<file path="src/rtl/mult_div_unit_pkg.sv">
// Shared CPU definitions for the multiply/divide unit: op codes, FSM states
// and small op-classification helpers that the decoder reuses.
package mult_div_unit_pkg;

   typedef enum logic [2:0] {
      MDU_MULT  = 3'b000,
      MDU_MULTU = 3'b001,
      MDU_DIV   = 3'b010,
      MDU_DIVU  = 3'b011,
      MDU_MTHI  = 3'b100,
      MDU_MTLO  = 3'b101
   } mdu_op_e;

   typedef enum logic [1:0] {
      ST_IDLE = 2'b00,
      ST_CALC = 2'b01,
      ST_FIX  = 2'b10,
      ST_FIN  = 2'b11
   } mdu_state_e;

   // Codes 000..011 are the four iterative arithmetic ops.
   function automatic logic mdu_is_arith(input logic [2:0] op);
      return ~op[2];
   endfunction

   function automatic logic mdu_is_signed(input logic [2:0] op);
      return (op == MDU_MULT) || (op == MDU_DIV);
   endfunction

   function automatic logic mdu_is_div(input logic [2:0] op);
      return (op == MDU_DIV) || (op == MDU_DIVU);
   endfunction

endpackage

</file>
<file path="src/rtl/mdu_divstep.sv">
// One restoring-divide iteration: shifted partial remainder vs divisor.
module mdu_divstep #(
   parameter int WIDTH = 32
) (
   input  logic [WIDTH:0]   i_part,
   input  logic [WIDTH-1:0] i_dvsr,
   output logic [WIDTH-1:0] o_rem,
   output logic             o_qbit
);

   // When the subtract succeeds the true difference is below the divisor,
   // so the low WIDTH bits of the difference are exact.
   assign o_qbit = (i_part >= {1'b0, i_dvsr});
   assign o_rem  = o_qbit ? (i_part[WIDTH-1:0] - i_dvsr) : i_part[WIDTH-1:0];

endmodule

</file>
<file path="src/rtl/mult_div_unit.sv">
// Iterative multiply/divide unit with architectural HI/LO registers.
//
//   state | meaning
//   IDLE  | waiting for start; MTHI/MTLO write here directly
//   CALC  | WIDTH iterations of shift-add multiply / restoring divide
//   FIX   | sign correction of magnitude result, commit on exit
//   FIN   | HI/LO hold new result, done pulses, back to IDLE
module mult_div_unit
   import mult_div_unit_pkg::*;
#(
   parameter int WIDTH = 32
) (
   input  logic             clk,
   input  logic             reset,
   input  logic             start,
   input  logic [2:0]       op,
   input  logic [WIDTH-1:0] in1,
   input  logic [WIDTH-1:0] in2,
   input  logic             cancel,
   output logic             busy,
   output logic             done,
   output logic             div0,
   output logic [WIDTH-1:0] hi,
   output logic [WIDTH-1:0] lo
);

   localparam int            CW       = $clog2(WIDTH + 1);
   localparam logic [CW-1:0] CNT_LOAD = CW'(WIDTH);
   localparam logic [CW-1:0] CNT_ONE  = CW'(1);

   mdu_state_e         r_state;
   logic [CW-1:0]      r_cnt;
   logic [2*WIDTH-1:0] r_acc;
   logic [WIDTH-1:0]   r_opb;
   logic [WIDTH-1:0]   r_hi;
   logic [WIDTH-1:0]   r_lo;
   logic               r_is_div;
   logic               r_neg_q;
   logic               r_neg_r;
   logic               r_dz;
   logic               r_busy;
   logic               r_done;
   logic               r_div0;

   logic               w_signed;
   logic               w_s1;
   logic               w_s2;
   logic [WIDTH-1:0]   w_mag1;
   logic [WIDTH-1:0]   w_mag2;
   logic [WIDTH:0]     w_msum;
   logic [WIDTH-1:0]   w_drem;
   logic               w_qbit;
   logic [2*WIDTH-1:0] w_acc_next;
   logic [2*WIDTH-1:0] w_prod;
   logic [WIDTH-1:0]   w_quo;
   logic [WIDTH-1:0]   w_rem;

   assign w_signed = mdu_is_signed(op);
   assign w_s1     = w_signed & in1[WIDTH-1];
   assign w_s2     = w_signed & in2[WIDTH-1];
   assign w_mag1   = w_s1 ? -in1 : in1;
   assign w_mag2   = w_s2 ? -in2 : in2;

   // r_acc holds {partial, multiplier/dividend}; both algorithms shift one bit per cycle.
   assign w_msum = {1'b0, r_acc[2*WIDTH-1:WIDTH]} + (r_acc[0] ? {1'b0, r_opb} : '0);

   mdu_divstep #(.WIDTH(WIDTH)) u_divstep (
      .i_part ({r_acc[2*WIDTH-1:WIDTH], r_acc[WIDTH-1]}),
      .i_dvsr (r_opb),
      .o_rem  (w_drem),
      .o_qbit (w_qbit)
   );

   assign w_acc_next = r_is_div ? {w_drem, r_acc[WIDTH-2:0], w_qbit}
                                : {w_msum, r_acc[WIDTH-1:1]};

   // Most-negative magnitudes negate back to themselves, which gives the
   // MIN / -1 wrap-around without any special case.
   assign w_prod = r_neg_q ? -r_acc : r_acc;
   assign w_quo  = r_neg_q ? -r_acc[WIDTH-1:0] : r_acc[WIDTH-1:0];
   assign w_rem  = r_neg_r ? -r_acc[2*WIDTH-1:WIDTH] : r_acc[2*WIDTH-1:WIDTH];

   // Control FSM, datapath and architectural registers.
   always_ff @(posedge clk or negedge reset) begin
      if (!reset) begin
         r_state  <= ST_IDLE;
         r_cnt    <= '0;
         r_acc    <= '0;
         r_opb    <= '0;
         r_hi     <= '0;
         r_lo     <= '0;
         r_is_div <= 1'b0;
         r_neg_q  <= 1'b0;
         r_neg_r  <= 1'b0;
         r_dz     <= 1'b0;
         r_busy   <= 1'b0;
         r_done   <= 1'b0;
         r_div0   <= 1'b0;
      end else begin
         r_done <= 1'b0;
         case (r_state)
            ST_IDLE: begin
               if (start && !cancel) begin
                  if (op == MDU_MTHI) begin
                     r_hi <= in1;
                  end else if (op == MDU_MTLO) begin
                     r_lo <= in1;
                  end else if (mdu_is_arith(op)) begin
                     r_acc    <= {{WIDTH{1'b0}}, w_mag1};
                     r_opb    <= w_mag2;
                     r_is_div <= mdu_is_div(op);
                     r_neg_q  <= w_s1 ^ w_s2;
                     r_neg_r  <= w_s1 & mdu_is_div(op);
                     r_dz     <= (in2 == '0);
                     r_cnt    <= CNT_LOAD;
                     r_busy   <= 1'b1;
                     r_state  <= ST_CALC;
                  end
               end
            end
            ST_CALC: begin
               if (cancel) begin
                  r_busy  <= 1'b0;
                  r_state <= ST_IDLE;
               end else begin
                  r_acc <= w_acc_next;
                  r_cnt <= r_cnt - CNT_ONE;
                  if (r_cnt == CNT_ONE) begin
                     r_state <= ST_FIX;
                  end
               end
            end
            ST_FIX: begin
               if (cancel) begin
                  r_busy  <= 1'b0;
                  r_state <= ST_IDLE;
               end else begin
                  if (r_is_div) begin
                     r_hi   <= w_rem;
                     r_lo   <= r_dz ? '1 : w_quo;
                     r_div0 <= r_dz;
                  end else begin
                     r_hi <= w_prod[2*WIDTH-1:WIDTH];
                     r_lo <= w_prod[WIDTH-1:0];
                  end
                  r_done  <= 1'b1;
                  r_state <= ST_FIN;
               end
            end
            ST_FIN: begin
               r_busy  <= 1'b0;
               r_state <= ST_IDLE;
            end
            default: begin
               r_busy  <= 1'b0;
               r_state <= ST_IDLE;
            end
         endcase
      end
   end

   assign busy = r_busy;
   assign done = r_done;
   assign div0 = r_div0;
   assign hi   = r_hi;
   assign lo   = r_lo;

endmodule

</file>
<file path="config.mk">
export PLATFORM = sky130hd
export DESIGN_NAME = mult_div_unit
export DESIGN_NICKNAME = d
export VERILOG_FILES = /design/src/rtl/mult_div_unit_pkg.sv /design/src/rtl/mdu_divstep.sv /design/src/rtl/mult_div_unit.sv
export SDC_FILE = /design/constraint.sdc
export NUM_CORES = 1
export LEC_CHECK = 0
export ABC_CLOCK_PERIOD_IN_PS = 6200
export BUFFER_PORTS_ARGS = -buffer_cell sky130_fd_sc_hd__buf_2
export CAP_MARGIN = 20
export CORE_MARGIN = 2
export CORE_UTILIZATION = 25
export CTS_CLUSTER_DIAMETER = 40
export DETAILED_ROUTE_END_ITERATION = 10
export GPL_ROUTABILITY_DRIVEN = 1
export SLEW_MARGIN = 30
export SYNTH_ARGS = -nofsm -noshare
export SYNTH_HDL_FRONTEND = slang
export SYNTH_SLANG_ARGS = --single-unit
export TNS_END_PERCENT = 5
</file>
<file path="constraint.sdc">
create_clock -name clk -period 6.2 [get_ports clk]
set_input_delay 1.24 -clock clk [delete_from_list [all_inputs] [get_ports clk]]
set_output_delay 1.24 -clock clk [all_outputs]
set_load 0.02 [all_outputs]
</file>
==> impl_metrics.py <==
metrics = {
    "drt": {
        "vias": 14360,
        "topRoutingLayerUsed": "met4",
        "first_iter_violations": 1223,
        "drc_errors": 0,
        "detail_route.wirelength_um": 52380,
        "post_drt_via_cell_ratio": 5.268,
        "met1Wirelength_um": 24610,
        "dr.pass1.iters": 5,
        "drt-wirelength-per-cell_um": 19.22,
        "total_met2_wirelength_after_detailed_routing_um": 23600,
        "dr_wl_met3_um": 3340,
        "route.antenna.remaining_nets": 0,
    },
    "clock_tree": {
        "worst_skew_pair.late_latency_ns": 0.47,
        "cts_resized": 0,
        "cts.sink_count": 175,
        "ctsLongestPathBuffers": 2,
        "htree_num_levels": 4,
        "cts_tree": "done",
        "clock_tree.root_cell": "clkbuf_16",
        "cts_hold_buf": 0,
        "clkTransAtPathRegs_ns": 0.08,
        "numCtsBuffers": 17,
        "cts_post_setup_buffers_inserted": 0,
    },
    "finish": {
        "diodes": 0,
        "nFillCells": 6300,
        "layout-area-overhead-vs-synth_pct": 13.53,
        "layout-drive-gt1-share_pct": 11.83,
        "design.final.nets": 2086,
        "post_layout_nonfiller_instances": 2726,
        "postLayoutCoreUtil_pct": 28.58,
        "area.sequential_um2": 4380,
        "multi_input_area_um2": 9742,
    },
    "logic_synthesis": {
        "postSynthAreaPerCell_um2": 7.854,
        "area_share_of_the_largest_cell_type_after_synthesis_pct": 29.64,
        "synth_warnings": 0,
        "synth_edf_count": 0,
        "post_synthesis_cell_count": 1881,
        "synthMuxAreaShare_pct": 4.506,
        "ys_seq_area_share_pct": 29.64,
        "netlist_area_before_placement_um2": 14770,
        "synth-main-ff-cell": "dfrtp_1",
        "synth_nets": 2027,
        "synth_async_sr_flop_share_pct": 100.0,
        "synth_compound_area_share_pct": 24.89,
        "synth_cell_types": 78,
        "post_synth_fa_ha_maj_area_fraction_pct": 6.454,
        "synth.area.top_cells": "dfrtp_1 (30%), o21ai_0 (7.1%), xnor2_1 (6.8%), nand2_1 (6.3%), ha_1 (6.2%)",
        "synth_largest_area_cell": "dfrtp_1",
        "largest_family_of_logic_cells_by_synthesized_area": "compound AO/OA/AOI/OAI gates",
        "share_of_the_synthesized_netlist_area_taken_by_xor_and_xnor_gates_pct": 10.49,
        "yosys_register_bits": 175,
        "synthSimpleGateAreaFrac_pct": 19.15,
    },
    "floorplanning": {
        "initial_core_util_pct": 25.17,
        "boundaryPins": 138,
        "rows": 89,
        "floorplan.die_area_um2": 61050,
        "core_area_um2": 58690,
        "die_span_y_um": 247.1,
        "floorplan.die.width_um": 247.1,
    },
    "setup_path": {
        "worst_ep_required_time_ns": 6.58,
        "end_kind": "flop",
        "worstPathMaxFanout": 20,
        "worst_setup_path_start_kind": "flop",
        "worst_ep_arrival_time_ns": 4.76,
        "rr_startpoint": "r_acc[0]",
        "regToRegSetupSlack_ns": 1.82,
        "worstRegToRegCells": 13,
        "reg2reg_to": "r_acc[58]",
        "timing.setup.critical_path_class": "flop to flop",
    },
    "min_path": {
        "min_delay_path_depth": 2,
        "hp-class": "flop to flop",
        "worstHoldEndpoint": "lo[17]",
        "worstHoldStart": "lo[17]",
    },
    "timing": {
        "final_max_slew_viol_count": 0,
        "setup_ws_ns": 1.819,
        "setup_viol": 0,
        "worst_slew_pin_tran_ns": 0.8522,
        "fmax_ghz": 0.2282,
        "fin_tns_setup_ns": 0,
        "max_slew_margin_pct": 43.19,
        "report.final.hold_viol_count": 0,
        "grt_setup_unrepaired": "false",
        "period_share_pct": 70.67,
        "min_clock_period_post_route_ns": 4.381,
        "timing.clock.skew_ns": 0.01362,
    },
    "place": {
        "gp_congestion": 0.9429,
        "port-buffer-count": 137,
        "hpwlAfterDp_um": 40280,
        "place_ws_ns": 2.008,
        "cell_count_post_placement": 2692,
    },
    "run_status": {
        "outcome": "completed",
    },
    "power": {
        "power-per-cell-area_nw_per_um2": 587.6,
        "ir_drop_v": 0.0002793,
        "post-layout-total-power_mw": 9.856,
        "leakage_nw": 7.282,
    },
    "grt": {
        "initial_antenna_violation_count": 0,
        "global_route_wire_length_before_repair_um": 80610,
        "grt_start_max_net_pins": 76,
        "first_global_vias": 13620,
        "grtUsageTotal_pct": 16.92,
        "overflow_left_after_global_routing": 0,
    },
    "job": {
        "drv.max_cap_violation_count": 0,
    },
}
layer usage:
metal / vias up / track usage [%]
met5: - / 0
met4: 0 / 4.376
met3: 51 / 1.921
met2: 549 / 27.11
met1: 6904 / 24.00
li1: 6857 / -
synth_stat cells, types with 4 or more instances:
| library cell | instances |
|---|---|
| or3_1 | 16 |
| a21oi_1 | 138 |
| nand2_1 | 249 |
| o31a_1 | 6 |
| ha_1 | 73 |
| xor2_1 | 62 |
| o21ai_1 | 4 |
| o32ai_1 | 4 |
| o211ai_1 | 20 |
| a211oi_1 | 11 |
| a21o_1 | 38 |
| a21boi_0 | 4 |
| dfrtp_1 | 175 |
| and3_1 | 9 |
| mux2_2 | 8 |
| o22ai_1 | 34 |
| or2_2 | 10 |
| a22oi_1 | 11 |
| or4_1 | 8 |
| o21ai_0 | 210 |
| o31ai_1 | 22 |
| mux2i_1 | 56 |
| and4_1 | 6 |
| o21bai_1 | 11 |
| nor4_1 | 18 |
| a31oi_1 | 15 |
| nand3_1 | 31 |
| inv_1 | 73 |
| buf_2 | 10 |
| nand2b_1 | 14 |
| o21a_1 | 6 |
| nor2b_1 | 9 |
| and2_1 | 11 |
| xnor2_1 | 115 |
| nand4_1 | 19 |
| clkbuf_1 | 91 |
| buf_1 | 10 |
| nor2_1 | 154 |
| o41ai_1 | 13 |
| nor3_1 | 34 |
| a221oi_1 | 11 |
| a211o_1 | 4 |
power by group:
part           internal, mW  switching, mW
clock network         0.554          0.543
registers              1.66          0.742
logic                  2.43           3.92
total                  4.65           5.21
cell usage in the layout, fill, tap and decap left out, drive strengths merged, types with 16 or more instances in the layout:
cell type	synthesis	layout
nand2	249	249
o21ai	214	214
dfrtp	175	175
nor2	154	154
buf	22	153
a21oi	138	138
xnor2	115	115
inv	73	82
ha	73	73
xor2	62	62
mux2i	56	56
a21o	38	38
nor3	34	34
o22ai	34	34
nand3	31	31
o31ai	22	22
nor4	21	21
o211ai	20	20
clkbuf	91	20
nand4	19	19
or3	16	16
o41ai	16	16
flip-flops by register name, indices dropped and copies added (netlist names):
| name | count |
|---|---|
| lo | 32 |
| r_neg_r | 1 |
| done | 1 |
| r_neg_q | 1 |
| r_dz | 1 |
| busy | 1 |
| hi | 32 |
| r_state | 2 |
| div0 | 1 |
| r_opb | 32 |
| r_cnt | 6 |
| r_is_div | 1 |
| r_acc | 64 |
per-stage QoR:
| stage | cell area (um2) | hold slack [ns] |
|---|---|---|
| after global routing | 16770 | 0.4963 |
| after global placement | 16140 | 0.4576 |
| after floorplan | 14770 | 0.4498 |
| after CTS | 16730 | 0.4839 |
| after detailed placement | 16150 | 0.4664 |
| final | 16770 | 0.4797 |
cells by family after synthesis:
family | count (synthesis)
AND/OR/NAND/NOR | 608
AO/OA/AOI/OAI | 595
buffers and inverters | 186
XOR/XNOR | 177
flip-flops | 175
adder cells (fa/ha/maj) | 75
multiplexers | 65
critical path: stages (launching register included):
cell       delay [ns]
dfrtp_1          0.46
inv_1            0.49
buf_4            0.37
nor2_1           0.08
ha_1             0.36
a211o_1          0.33
o211a_1          0.25
a2111oi_0        0.52
a21oi_1          0.27
o41ai_2          0.48
o21ai_0          0.19
xnor2_1          0.17
nor2_1           0.06
o32ai_1          0.26
how the worst max path moves through the flow:
stage,startpoint,cells after the start,to
final,r_acc[0],13,r_acc[58]
after global routing,r_acc[0],13,r_acc[58]
after CTS,r_acc[0],13,r_acc[58]
after detailed placement,cancel,9,r_acc[28]
after global placement,cancel,9,r_acc[29]
after floorplan,r_acc[0],13,r_acc[58]
cell type report:
cell class,instances,area share (%)
Sequential cell,175,26.12
Inverter,73,1.634
Tap cell,773,5.767
Timing Repair Buffer,153,4.983
Multi-Input combinational cell,1520,58.08
Clock buffer,20,2.723
Clock inverter,12,0.6938
No activity file was read; power rests on OpenSTA's default activity.
